`src/rtl/hazard_stall_ctrl_pkg.sv`:
```
// rtl/hazard_stall_ctrl_pkg.sv - shared constants and types for the decode hazard stall controller
package hazard_stall_ctrl_pkg;

    localparam int REG_NUM   = 32;
    localparam int REG_IDX_W = 5;
    localparam int TIMEOUT_W = 8;

    typedef enum logic [1:0] {
        HS_RUN      = 2'd0,
        HS_LOAD_USE = 2'd1,
        HS_WAIT_SB  = 2'd2
    } hs_state_e;

    localparam logic STALL    = 1'b1;
    localparam logic NO_STALL = 1'b0;

    localparam logic                 W_REG_EN       = 1'b1;
    localparam logic                 FLUSH_PIPELINE = 1'b1;
    localparam logic [REG_IDX_W-1:0] ZERO           = '0;

    // A source only matters for forwarding/hazards if the instruction actually reads it
    function automatic logic src_match(
        input logic                 used,
        input logic [REG_IDX_W-1:0] src_idx,
        input logic [REG_IDX_W-1:0] dst_idx
    );
        return used && (src_idx == dst_idx);
    endfunction

endpackage

```
`src/rtl/hazard_stall_ctrl_reg_scoreboard.sv`:
```
// rtl/hazard_stall_ctrl_reg_scoreboard.sv - pending-write bit vector with two read ports
module hazard_stall_ctrl_reg_scoreboard #(
    parameter int REG_NUM   = 32,
    parameter int REG_IDX_W = 5
) (
    input  logic                 clk,
    input  logic                 rst,
    input  logic                 set_en,
    input  logic [REG_IDX_W-1:0] set_idx,
    input  logic                 clr_en,
    input  logic [REG_IDX_W-1:0] clr_idx,
    input  logic [REG_IDX_W-1:0] rd_idx_a,
    input  logic [REG_IDX_W-1:0] rd_idx_b,
    output logic                 pend_a,
    output logic                 pend_b,
    output logic [REG_NUM-1:0]   pend_mask
);

    logic [REG_NUM-1:0] pend_q;
    logic [REG_NUM-1:0] pend_next;

    // Clear first, then set, so a new producer issued in the same cycle as the old one retires keeps the bit; x0 never pends
    always_comb begin
        pend_next = pend_q;
        for (int k = 1; k < REG_NUM; k++) begin
            if (clr_en && (clr_idx == REG_IDX_W'(k))) begin
                pend_next[k] = 1'b0;
            end
            if (set_en && (set_idx == REG_IDX_W'(k))) begin
                pend_next[k] = 1'b1;
            end
        end
        pend_next[0] = 1'b0;
    end

    // Scoreboard storage
    always_ff @(posedge clk or posedge rst) begin
        if (rst) begin
            pend_q <= '0;
        end else begin
            pend_q <= pend_next;
        end
    end

    // Read ports see only registered contents, no same-cycle bypass
    assign pend_a    = pend_q[rd_idx_a];
    assign pend_b    = pend_q[rd_idx_b];
    assign pend_mask = pend_q;

endmodule

```
`src/rtl/hazard_stall_ctrl.sv`:
```
// rtl/hazard_stall_ctrl.sv - decode-stage stall sequencer for load-use and multi-cycle destination hazards
module hazard_stall_ctrl #(
    parameter int REG_NUM   = 32,
    parameter int REG_IDX_W = 5,
    parameter int TIMEOUT_W = 8
) (
    input  logic                 clk,
    input  logic                 rst,
    input  logic [REG_IDX_W-1:0] rs1_dc,
    input  logic [REG_IDX_W-1:0] rs2_dc,
    input  logic                 rs1_used_dc,
    input  logic                 rs2_used_dc,
    input  logic                 valid_dc,
    input  logic [REG_IDX_W-1:0] rd_ex,
    input  logic                 wreg_en_ex,
    input  logic                 is_load_ex,
    input  logic                 valid_ex,
    input  logic                 issue_long,
    input  logic [REG_IDX_W-1:0] issue_rd,
    input  logic                 done_long,
    input  logic [REG_IDX_W-1:0] done_rd,
    input  logic                 flush,
    output logic                 stall_if,
    output logic                 stall_dc,
    output logic                 bubble_ex,
    output logic [REG_NUM-1:0]   pending_mask,
    output logic                 hazard_timeout
);

    import hazard_stall_ctrl_pkg::*;

    localparam logic [TIMEOUT_W-1:0] WD_MAX = '1;

    hs_state_e            state;
    logic                 pend_rs1;
    logic                 pend_rs2;
    logic                 lu_hit;
    logic                 sb_hit;
    logic                 stall;
    logic [TIMEOUT_W-1:0] wd_cnt;
    logic                 timeout_q;

    hazard_stall_ctrl_reg_scoreboard #(
        .REG_NUM   (REG_NUM),
        .REG_IDX_W (REG_IDX_W)
    ) u_scoreboard (
        .clk       (clk),
        .rst       (rst),
        .set_en    (issue_long),
        .set_idx   (issue_rd),
        .clr_en    (done_long),
        .clr_idx   (done_rd),
        .rd_idx_a  (rs1_dc),
        .rd_idx_b  (rs2_dc),
        .pend_a    (pend_rs1),
        .pend_b    (pend_rs2),
        .pend_mask (pending_mask)
    );

    assign sb_hit = valid_dc && ((rs1_used_dc && pend_rs1) || (rs2_used_dc && pend_rs2));

    assign lu_hit = valid_dc && valid_ex && (wreg_en_ex == W_REG_EN) && is_load_ex &&
                    (rd_ex != ZERO) &&
                    (src_match(rs1_used_dc, rs1_dc, rd_ex) || src_match(rs2_used_dc, rs2_dc, rd_ex));

    // A flush cancels the DC instruction, so there is nothing left to hold
    assign stall     = ((lu_hit || sb_hit) && (flush != FLUSH_PIPELINE)) ? STALL : NO_STALL;
    assign stall_if  = stall;
    assign stall_dc  = stall;
    assign bubble_ex = stall;

    // Hazard sequencing FSM: load-use costs one cycle, scoreboard waits last until the bit clears
    always_ff @(posedge clk or posedge rst) begin
        if (rst) begin
            state <= HS_RUN;
        end else if (flush == FLUSH_PIPELINE) begin
            state <= HS_RUN;
        end else begin
            case (state)
                HS_RUN: begin
                    if (lu_hit)      state <= HS_LOAD_USE;
                    else if (sb_hit) state <= HS_WAIT_SB;
                    else             state <= HS_RUN;
                end
                HS_LOAD_USE: begin
                    if (sb_hit) state <= HS_WAIT_SB;
                    else        state <= HS_RUN;
                end
                HS_WAIT_SB: begin
                    if (sb_hit) state <= HS_WAIT_SB;
                    else        state <= HS_RUN;
                end
                default: state <= HS_RUN;
            endcase
        end
    end

    // Watchdog: consecutive stall cycles, saturating; timeout latches once the count reaches all-ones
    always_ff @(posedge clk or posedge rst) begin
        if (rst) begin
            wd_cnt    <= '0;
            timeout_q <= 1'b0;
        end else if (stall == STALL) begin
            if (wd_cnt != WD_MAX) begin
                wd_cnt <= wd_cnt + 1'b1;
            end
            if (wd_cnt >= WD_MAX - 1'b1) begin
                timeout_q <= 1'b1;
            end
        end else begin
            wd_cnt <= '0;
        end
    end

    assign hazard_timeout = timeout_q;

endmodule

```
`config.mk`:
```
export PLATFORM = sky130hd
export DESIGN_NAME = hazard_stall_ctrl
export DESIGN_NICKNAME = d
export VERILOG_FILES = /design/src/rtl/hazard_stall_ctrl_pkg.sv /design/src/rtl/hazard_stall_ctrl_reg_scoreboard.sv /design/src/rtl/hazard_stall_ctrl.sv
export SDC_FILE = /design/constraint.sdc
export NUM_CORES = 1
export LEC_CHECK = 0
export CAP_MARGIN = 20
export CORE_MARGIN = 2
export CORE_UTILIZATION = 40
export CTS_BUF_LIST = sky130_fd_sc_hd__clkbuf_16
export DETAILED_ROUTE_END_ITERATION = 10
export PLACE_DENSITY = 0.69
export SLEW_MARGIN = 5
export SYNTH_ARGS = -nofsm -noshare
export SYNTH_HDL_FRONTEND = slang
export SYNTH_HIERARCHICAL = 1
export SYNTH_SLANG_ARGS = --single-unit
```
`constraint.sdc`:
```
create_clock -name clk -period 3.15 [get_ports clk]
set_clock_uncertainty 0.1 [all_clocks]
set_input_delay 0.63 -clock clk [delete_from_list [all_inputs] [get_ports clk]]
set_output_delay 0.63 -clock clk [all_outputs]
set_load 0.02 [all_outputs]
```
# After elaboration in Yosys (flattened, before gate mapping)
# Cells that the tools add are included.
# W data, S select, Z words.
word_totals:
  register_bits: 40
  output_inout_bits: 36
classes:
  n_addsub: 1
  n_lt_le_gt_ge: 3
  n_eq_ne: 66
  n_mux: 69
  bitwise: 1
  n_reduce_logical: 109
ops:
  columns: ["op", "n"]
  rows:
  - ["$eq A5 B5 Y1 const B", 32]
  - ["$eq A5 B4 Y1 const B", 16]
  - ["$logic_and A1 B1 Y1", 73]
  - ["$mux W1", 65]
  - ["$reduce_bool A2 Y1", 31]
  - ["$eq A5 B3 Y1 const B", 8]
  - ["$eq A5 B2 Y1 const B", 4]
  - ["$mux W8", 2]
  - ["$lt A5 B6 Y1 const B", 2]
  - ["$bmux W1 S5", 2]
  - ["$eq A5 B1 Y1 const B", 2]
  - ["$eq A5 B5 Y1", 2]
  - ["$add A8 B1 Y8 const B", 1]
  - ["$ge A8 B8 Y1 const B", 1]
  - ["$ne A8 B8 Y1 const B", 1]
  - ["$reduce_bool A5 Y1", 1]
  - ["$logic_or A1 B1 Y1", 3]
  - ["$ne A2 B1 Y1 const B", 1]
  - ["$reduce_and A2 Y1", 1]
  - ["$not A1 Y1", 1]

# Longest topological paths before layout
# Gate-level depths: netlist of the first run.
logic_depth:
  ltp_word: 9
  mapped_depth: 9

# Modules after synthesis
# The synthesis of the first run kept the hierarchy.
by_module_without_submodules:
  columns: ["module", "instances", "cells_each", "area_each_um2", "seq_area_each_um2"]
  rows:
  - ["hazard_stall_ctrl_reg_scoreboard", 1, 203, 1924.3, 775.7]
  - ["hazard_stall_ctrl", 1, 80, 752.0, 225.2]

# Least setup slack after synthesis of the first run
# OpenSTA, ideal clock, no wires.
synth_path:
  kind: "input to output"
  start: "input rs1_dc[1]"
  end: "output stall_dc"
  arrival_time_ns: 2.209
  required_ns: 2.420
  path_slack_ns: 0.211
  stages: 8
  path_cell_list: "buf_6 -> mux4_2 -> nand2b_1 -> o211ai_1 -> nand4_1 -> a22oi_1 -> o22ai_1 -> buf_4"
synth_between:
  elab_chain_cells: 8
  word_cells_on_any_way: 12
  cone_classes: "eq/ne: 1; mux: 3; reduce/logical: 8"
synth_rtl:
  columns: ["element", "line_no", "source"]
  rows:
  - ["from (decl)", "hazard_stall_ctrl.sv:9", "input logic [REG_IDX_W-1:0] rs1_dc,"]
  - ["$bmux W1 S5", "hazard_stall_ctrl_reg_scoreboard.sv:46", "assign pend_a = pend_q[rd_idx_a];"]
  - ["$mux W1 (not written as such)", "hazard_stall_ctrl_reg_scoreboard.sv:46", null]
  - ["net pend_rs1", "hazard_stall_ctrl.sv:35", "logic pend_rs1;"]
  - ["$logic_and A1 B1 Y1", "hazard_stall_ctrl.sv:60", "assign sb_hit = valid_dc && ((rs1_used_dc && pend_rs1) || (rs2_used_dc && pend_rs2));"]
  - ["$logic_or A1 B1 Y1", "hazard_stall_ctrl.sv:60", null]
  - ["$logic_and A1 B1 Y1", "hazard_stall_ctrl.sv:60", null]
  - ["$logic_or A1 B1 Y1", "hazard_stall_ctrl.sv:67", "assign stall = ((lu_hit || sb_hit) && (flush != FLUSH_PIPELINE)) ? STALL : NO_STALL;"]
  - ["$logic_and A1 B1 Y1", "hazard_stall_ctrl.sv:67", null]
  - ["$mux W1", "hazard_stall_ctrl.sv:67", null]
  - ["to (decl)", "hazard_stall_ctrl.sv:24", "output logic stall_dc,"]
# The timed path passes the listed nets, and every way through them passes these cells. The select of a mux whose other input is x is not followed.

# Worst setup path in the final report of the first run
layout_path:
  start: "input rd_ex[4]"
  end: "output stall_dc"
layout_between:
  elab_chain_cells: 7
  word_cells_on_any_way: 11
  cone_classes: "eq/ne: 2; mux: 1; reduce/logical: 8"
layout_rtl:
  columns: ["element", "line_no", "source"]
  rows:
  - ["from (decl)", "hazard_stall_ctrl.sv:14", "input logic [REG_IDX_W-1:0] rd_ex,"]
  - ["$eq A5 B5 Y1", "hazard_stall_ctrl_pkg.sv:27", "return used && (src_idx == dst_idx);"]
  - ["$logic_and A1 B1 Y1", "hazard_stall_ctrl_pkg.sv:27", null]
  - ["$logic_or A1 B1 Y1", "hazard_stall_ctrl.sv:64", "(src_match(rs1_used_dc, rs1_dc, rd_ex) || src_match(rs2_used_dc, rs2_dc, rd_ex));"]
  - ["$logic_and A1 B1 Y1 (*)", "hazard_stall_ctrl.sv:63", "(rd_ex != ZERO) &&"]
  - ["$logic_or A1 B1 Y1 (*)", "hazard_stall_ctrl.sv:67", null]
  - ["$logic_and A1 B1 Y1 (*)", "hazard_stall_ctrl.sv:67", null]
  - ["$mux W1 (*)", "hazard_stall_ctrl.sv:67", null]
# Mark *: on every way between the ends. The rest lies on a longest branch, timed or not.

==> impl_metrics.csv, run 1 <==
group,metric,value,unit
sta,rsz0062_at_grt,"false",
final_layout,final_common_cell,"o21ai_0",
sta,setup_viol,0,
detailed_routing,final_antenna_net_count,0,
clock_network,cts_tree,"done",
clock_network,h-tree-depth,2,
clock_network,clockBufferDepth,2,
synth,avgSynthCellArea,9.457,um2
synth,ys_seq_elements,40,
synth,seq_area_frac_synth,37.40,%
place,pre_cts_slack,-0.6637,ns
setup_path,arrival,2.31,ns
min_path,hold_path_startpoint,"hazard_timeout$_DFFE_PP0P_",
final_layout,diodes,0,
pwr,leakagePower,1.550,nW
detailed_routing,drt-pass1-iter-count,7,
place,hpwlAfterDp,6569,um
floorplanning,fp.dieH,85.80,um
run_status,status,"finished, violations left",
global_route,grt.overflow.total,0,
min_path,hp-class,"reg2reg",
clock_network,cts_hold_buffers,0,
detailed_routing,drc,6,
setup_path,startpoint,"rd_ex[4]",
setup_path,crit_fanout,3,
detailed_routing,drtIter0Drc,212,
final_layout,area_growth,44.88,%
final_layout,final_cell_mix,"64 x o21ai_0, 59 x clkdlybuf4s50_1, 40 x dfrtp_1, 22 x buf_4, 19 x nand3_1",
detailed_routing,viasPerCell,5.895,
pwr,power.density,531.0,mW/mm2
synth,ys.flop_type,"dfrtp_1",
place,port_buffers,70,
setup_path,path_class,"in2out",
synth,synth_edf_count,0,
global_route,grt_pass1_wl,13880,um
sta,slew_violations,0,
synth,synth_fp_nets,321,
floorplanning,fp-row-count,29,
floorplanning,core_area,0.006422,mm2
sta,hold_viol_final,0,
global_route,grt_usage,24.37,%
clock_network,cts-root-buf,"clkbuf_16",
clock_network,clk_pin_slew,0.06,ns
sta,fin_ws,0.1125,ns
final_layout,drive_above_1_share,17.63,%
global_route,antenna_found_initial,0,
place,gp_congestion,0.8900,
clock_network,insertion_delay,0.28,ns
final_layout,final_core_util,60.37,%
clock_network,cts_buffers,5,
clock_network,numClockSinks,40,
synth,yosysWarnings,6,
floorplanning,ios,72,
floorplanning,die_area,0.007361,mm2
run_status,violations,"design-rule violations",
synth,yosysUniqueCellTypes,47,
setup_path,required,2.42,ns
run,drv_cap,0,
sta,min_period,3.037,ns
synth,syn-cell-area,0.002676,mm2
setup_path,worst_r2r_startpoint,"u_scoreboard/pend_mask[23]$_DFFE_PP0P_",
final_layout,nets,417,
setup_path,endpoint_kind,"output pin",
detailed_routing,wl_per_cell,19.46,um
detailed_routing,wl,8893,um
setup_path,start_kind,"input port",
global_route,grt_max_degree,32,
sta,fin_crit_sh,96.43,%
floorplanning,start_util,41.67,%
synth,async_reset_ff_share,100.0,%
detailed_routing,num_vias,2694,
floorplanning,die_w,85.80,um
synth,synthCells,283,
pwr,peakVddDrop,0.3158,mV
global_route,grt_pass1_vias,2646,
sta,fmax,329.2,MHz
-- registers in the layout, indices dropped and copies added (netlist names) --
| register | count |
|---|---|
| u_scoreboard/pend_mask | 31 |
| hazard_timeout | 1 |
| wd_cnt | 8 |
-- worst paths after layout --
| check | slack [ns] | cells after the start | end |
|---|---|---|---|
| min in group asynchronous | 0.57 | 2 | wd_cnt[0]$_DFFE_PP0P_ |
| hold / removal | 0.40 | 2 | hazard_timeout$_DFFE_PP0P_ |
| hold reg to reg | 0.40 | 2 | hazard_timeout$_DFFE_PP0P_ |
| setup / recovery | 0.11 | 6 | stall_dc |
| setup reg to reg | 0.75 | 9 | wd_cnt[1]$_DFFE_PP0P_ |
| max in group asynchronous | 1.97 | 3 | u_scoreboard/pend_mask[27]$_DFFE_PP0P_ |
-- worst max-delay path: stages --
cell	delay [ns]
clkdlybuf4s50_1	0.49
xor2_1	0.22
nor4_4	0.37
a22oi_1	0.19
o22ai_2	0.25
buf_6	0.16
-- report_power, final --
part	internal [W]	leakage, nW	switching [W]
registers	0.000608	0.506	0.000145
logic	0.000370	0.964	0.000368
clock network	0.000372	0.0798	0.000198
total	0.00135	1.55	0.000710
-- logic make-up (layout without fill, tap and decap cells) --
logic type,Yosys count,after routing,share of synthesized area (%)
fa+ha+maj,2,2,0.9349
compound gates,96,96,21.46
xor+xnor,12,12,3.927
simple gates,88,88,19.21
flops,40,40,37.40
other cells,1,1,0.1401
mux,25,25,12.30
buf+inv,19,116,4.628
-- synthesized netlist by cell type, types with 3 or more instances --
cell type / instances / share of area (%)
dfrtp_1: 40 / 37
mux4_2: 5 / 4.2
o21ai_0: 64 / 12
mux2i_1: 19 / 7.1
nor2b_1: 7 / 1.6
xnor2_1: 3 / 0.98
nor2_1: 10 / 1.4
nand2b_1: 12 / 2.8
a22oi_1: 6 / 1.7
a21oi_1: 7 / 1.3
o211ai_1: 4 / 1.1
buf_4: 4 / 1.1
xor2_1: 9 / 2.9
nand4_1: 5 / 1.2
inv_1: 10 / 1.4
nand2_1: 12 / 1.7
buf_6: 5 / 2.1
nand3_1: 19 / 3.6
nor3_1: 5 / 0.93
-- through the flow --
| stage | power (W) | hold slack (ns) | TNS (ns) | cell area [um2] | cells |
|---|---|---|---|---|---|
| floorplan | 0.001055 | 0.3579 | 0 | 2676 | 283 |
| global placement | 0.001436 | 0.3691 | -1.776 | 3597 | 444 |
| detailed placement | 0.001448 | 0.3995 | -2.372 | 3597 | 444 |
| CTS | 0.002040 | 0.4136 | 0 | 3797 | 452 |
| global route | 0.002147 | 0.4269 | 0 | 3877 | 457 |
| finish | 0.002059 | 0.4026 | 0 | 3877 | 457 |
-- per-layer routing --
layer  vias up  share of wire, %  GRT usage [%]
met2       155                47          39.84
met5         -                 0              0
met4         0               2.1          7.792
met1      1278                43          33.17
li1       1247                 -              -
met3        14               7.6          4.042
-- final cells by class --
type | instances | area [um2]
clock buffers | 5 | 125.1
well taps | 77 | 96.34
fillers | 542 | 2545
inverters | 10 | 37.54
flip-flops and latches | 40 | 1001
multi-input cells | 224 | 1608
repair buffers | 98 | 967.2
clock inverters | 3 | 42.54
-- what timing repair did --
| item | 4_1_cts | 5_1_grt |
|---|---|---|
| setup endpoints to repair | 3 | 3 |
| endpoints found under the hold margin | 0 | 0 |
| cloned | 0 | 1 |
| resized for setup | 27 | 21 |
| setup buffers | 0 | 4 |
| pin swaps | 1 | 3 |
Power figures use the tool's default switching activity.
==> inputs of run 2 (changes only) <==
SLEW_MARGIN = 25   (was 5)
==> results of run 2 <==
Same layout as run 1: the final DEF is identical, and so are final timing and power.
==> inputs of run 3 (changes only) <==
--- a/config.mk
+++ b/config.mk
@@ -11,8 +11,7 @@
 export CTS_BUF_LIST = sky130_fd_sc_hd__clkbuf_16
 export DETAILED_ROUTE_END_ITERATION = 10
-export PLACE_DENSITY = 0.69
+export PLACE_DENSITY = 0.7
 export SLEW_MARGIN = 25
 export SYNTH_ARGS = -nofsm -noshare
 export SYNTH_HDL_FRONTEND = slang
-export SYNTH_HIERARCHICAL = 1
 export SYNTH_SLANG_ARGS = --single-unit
--- a/constraint.sdc
+++ b/constraint.sdc
@@ -3,3 +3,3 @@
 set_input_delay 0.63 -clock clk [delete_from_list [all_inputs] [get_ports clk]]
 set_output_delay 0.63 -clock clk [all_outputs]
-set_load 0.02 [all_outputs]
+set_load 0.05 [all_outputs]
==> run 3 against run 2 <==
- the run ends with negative setup slack left
- final cell count is 9.8% lower
- final area is 5.5% lower
- power is 8.5% higher
- wire length is 18% lower
- via count is 12% lower
- sequential cell count stayed put
- first-iteration DRC count is 50% lower
- critical path depth is 1 higher
- synthesized cell count is 13% lower
- worst setup slack worse by 0.36 ns
- utilization is 0.80 points higher
- combinational power is 29% higher
==> impl_metrics.csv, run 3 <==
group,metric,value,unit
run_status,status,"finished, violations left",
run_status,violations,"negative setup slack",
floorplanning,die_w,83.39,um
place,dpl.cell_count,403,
setup_path,critPathMostFrequentCell,"mux4_2",
global_route,grt_max_degree,41,
final_layout,ff_latch_area,0.001001,mm2
global_route,antenna_found_initial,0,
synth,synth_area_leaders,"dfrtp_1 40%, o21ai_0 12%, mux4_1 7.3%",
synth,yosysUniqueCellTypes,42,
run,drv_cap,0,
clock_network,insertion_delay,0.28,ns
place,hpwlAfterDp,5550,um
synth,synthMuxAreaShare,17.22,%
sta,min_period,3.397,ns
setup_path,startpoint,"rs2_dc[0]",
floorplanning,die_area,0.006954,mm2
clock_network,clockBufferDepth,2,
sta,setup_viol,3,
setup_path,path_class,"in2out",
synth,syn-cell-area,0.002521,mm2
final_layout,final_common_cell,"o21ai_0",
global_route,grt.overflow.total,0,
global_route,grt_pass1_vias,2393,
final_layout,area_growth,45.36,%
floorplanning,fp-row-count,28,
setup_path,start_kind,"input port",
clock_network,numClockSinks,40,
final_layout,nets,374,
synth,synthAdderAreaFrac,0.9926,%
min_path,min_path_cells,1,
setup_path,cp_slowest_stage_delay,0.49,ns
clock_network,cts_tree,"done",
place,gp_congestion,0.8559,
final_layout,final_core_util,61.17,%
synth,synthMostInstantiatedCell,"o21ai_0",
final_layout,fin_cells,412,
setup_path,arrival,2.67,ns
synth,synth_compound_area_share,17.92,%
setup_path,required,2.42,ns
synth,yosysWarnings,0,
setup_path,cp.depth,7,
sta,fmax,294.3,MHz
clock_network,cts_buffers,5,
synth,synth_common_cells,"62 x o21ai_0, 40 x dfrtp_1, 13 x nand2_1, 13 x nor2_1, 11 x xor2_1",
setup_path,rr_worst_depth,7,
clock_network,clk_pin_slew,0.05,ns
floorplanning,start_util,42.08,%
detailed_routing,drtIter0Drc,107,
synth,async_reset_ff_share,100.0,%
min_path,hp-class,"reg2reg",
detailed_routing,met3_length,449,um
sta,fin_ws,-0.2474,ns
final_layout,diodes,0,
synth,ys.flop_type,"dfrtp_1",
setup_path,worst_r2r_startpoint,"u_scoreboard.pend_mask[31]$_DFFE_PP0P_",
synth,synth.largest_area_cell,"dfrtp_1",
setup_path,crit_slowest_cell,"mux4_2",
setup_path,crit_fanout,5,
detailed_routing,drc,0,
synth,synth_edf_count,0,
synth,yosys.area_share.simple,15.19,%
setup_path,crit_chain,"buf_12 > mux4_2 > mux4_2 > a32o_2 > o311ai_4 > clkinvlp_4 > buf_8",
synth,seq_area_frac_synth,39.70,%
floorplanning,ios,72,
clock_network,cts-root-buf,"clkbuf_16",
synth,synth_top_family_by_area,"compound AO/OA/AOI/OAI gates",
synth,avgSynthCellArea,10.29,um2
setup_path,endpoint_kind,"output pin",
place,port_buffers,70,
pwr,power.density,609.4,mW/mm2
floorplanning,core_area,0.005991,mm2
final_layout,drive_above_1_share,18.69,%
synth,yosys.area_share.xor_xnor,5.211,%
synth,ys_seq_elements,40,
sta,relSlewSlack,65.63,%
detailed_routing,wl,7297,um
final_layout,final_cell_mix,"62 x o21ai_0, 59 x clkdlybuf4s50_1, 40 x dfrtp_1, 21 x buf_4",
min_path,hold_path_startpoint,"hazard_timeout$_DFFE_PP0P_",
setup_path,cp_top_family,"multiplexers",
pwr,peakVddDrop,0.3927,mV
detailed_routing,viasPerCell,5.786,
floorplanning,fp.dieH,83.39,um
detailed_routing,wl_met2,3565,um
detailed_routing,routedLengthMet1,3227,um
pwr,leakagePower,1.485,nW
pwr,power.total,0.002233,W
detailed_routing,top_layer,"met4",
sta,rsz0062_at_grt,"true",
sta,fin_crit_sh,107.9,%
global_route,grt_pass1_wl,12050,um
clock_network,cts_hold_buffers,0,
setup_path,cp_num_buf_inv,3,
synth,synthCells,245,
detailed_routing,final_antenna_net_count,0,
clock_network,h-tree-depth,2,
detailed_routing,num_vias,2384,
sta,slew_violations,0,
final_layout,largest_reg_flops,31,
sta,worst_pin_slew,0.5139,ns
synth,synth_fp_nets,283,
final_layout,n_fill_cell,500,
sta,hold_viol_final,0,
global_route,grt_usage,21.57,%
final_layout,multiInputGateArea,0.001471,mm2
detailed_routing,drt-pass1-iter-count,4,
synth,synth_top_area_share,39.70,%
detailed_routing,wl_per_cell,17.71,um
[run 3: cell types whose count changed in the layout (fill, tap and decap cells not counted), moves of 4 or more]
cell,change
a21oi_1,-6
inv_1,-5
mux2i_1,-8
mux4_2,+7
nand3_1,-9
nand2b_1,-4
o211ai_1,-4
a22oi_1,-5
[run 3: cells by family (layout without fill, tap and decap cells)]
logic type               count (synthesis)  in the layout
AO/OA/AOI/OAI                           76             76
XOR/XNOR                                15             15
adder cells (fa/ha/maj)                  2              2
buffers and inverters                   17            109
flip-flops                              40             40
multiplexers                            22             22
other                                    1              1
AND/OR/NAND/NOR                         72             72
[run 3: stage by stage]
step	instance area, um2	setup WS [ns]	hold slack, ns	TNS (ns)
6_report	3665	-0.2474	0.3666	-0.7404
3_3_place_gp	3411	-0.7216	0.3588	-3.280
2_1_floorplan	2540	-0.5914	0.3975	-1.509
5_1_grt	3665	-0.2971	0.3826	-0.8893
4_1_cts	3646	-0.4305	0.3732	-1.291
3_5_place_dp	3411	-0.7475	0.3608	-3.545
[run 3: power breakdown]
group | switching (W) | internal [W] | total (W) | leakage (nW)
registers | 0.000113 | 0.000609 | 0.000722 | 0.505
clock network | 0.000190 | 0.000368 | 0.000558 | 0.0789
logic | 0.000567 | 0.000386 | 0.000954 | 0.901
[run 3: what timing repair did]
item	CTS	global route
hold endpoints to repair	0	0
setup endpoints to repair	3	3
pin swaps	4	5
setup buffers	1	1
gates resized for setup	22	17
[run 3: area by class of cell]
| cell class | instances | share of cell area [%] |
|---|---|---|
| Sequential cell | 40 | 27.31 |
| Timing Repair Buffer | 94 | 24.72 |
| Multi-Input combinational cell | 188 | 40.15 |
| Tap cell | 75 | 2.561 |
| Inverter | 7 | 0.8194 |
| Clock inverter | 3 | 1.024 |
| Clock buffer | 5 | 3.414 |
[run 3: final timing paths]
kind	slack, ns	end
min in group asynchronous	0.69	u_scoreboard.pend_mask[24]$_DFFE_PP0P_
max in group asynchronous	1.90	hazard_timeout$_DFFE_PP0P_
setup reg to reg	0.59	wd_cnt[2]$_DFFE_PP0P_
hold / removal	0.37	hazard_timeout$_DFFE_PP0P_
hold reg to reg	0.37	hazard_timeout$_DFFE_PP0P_
setup / recovery	-0.25	stall_if
[run 3: per-layer routing]
metal,vias up,GRT usage (%)
met3,4,3.877
met2,90,35.34
li1,1107,-
met4,0,5.514
met1,1183,29.66
met5,-,0
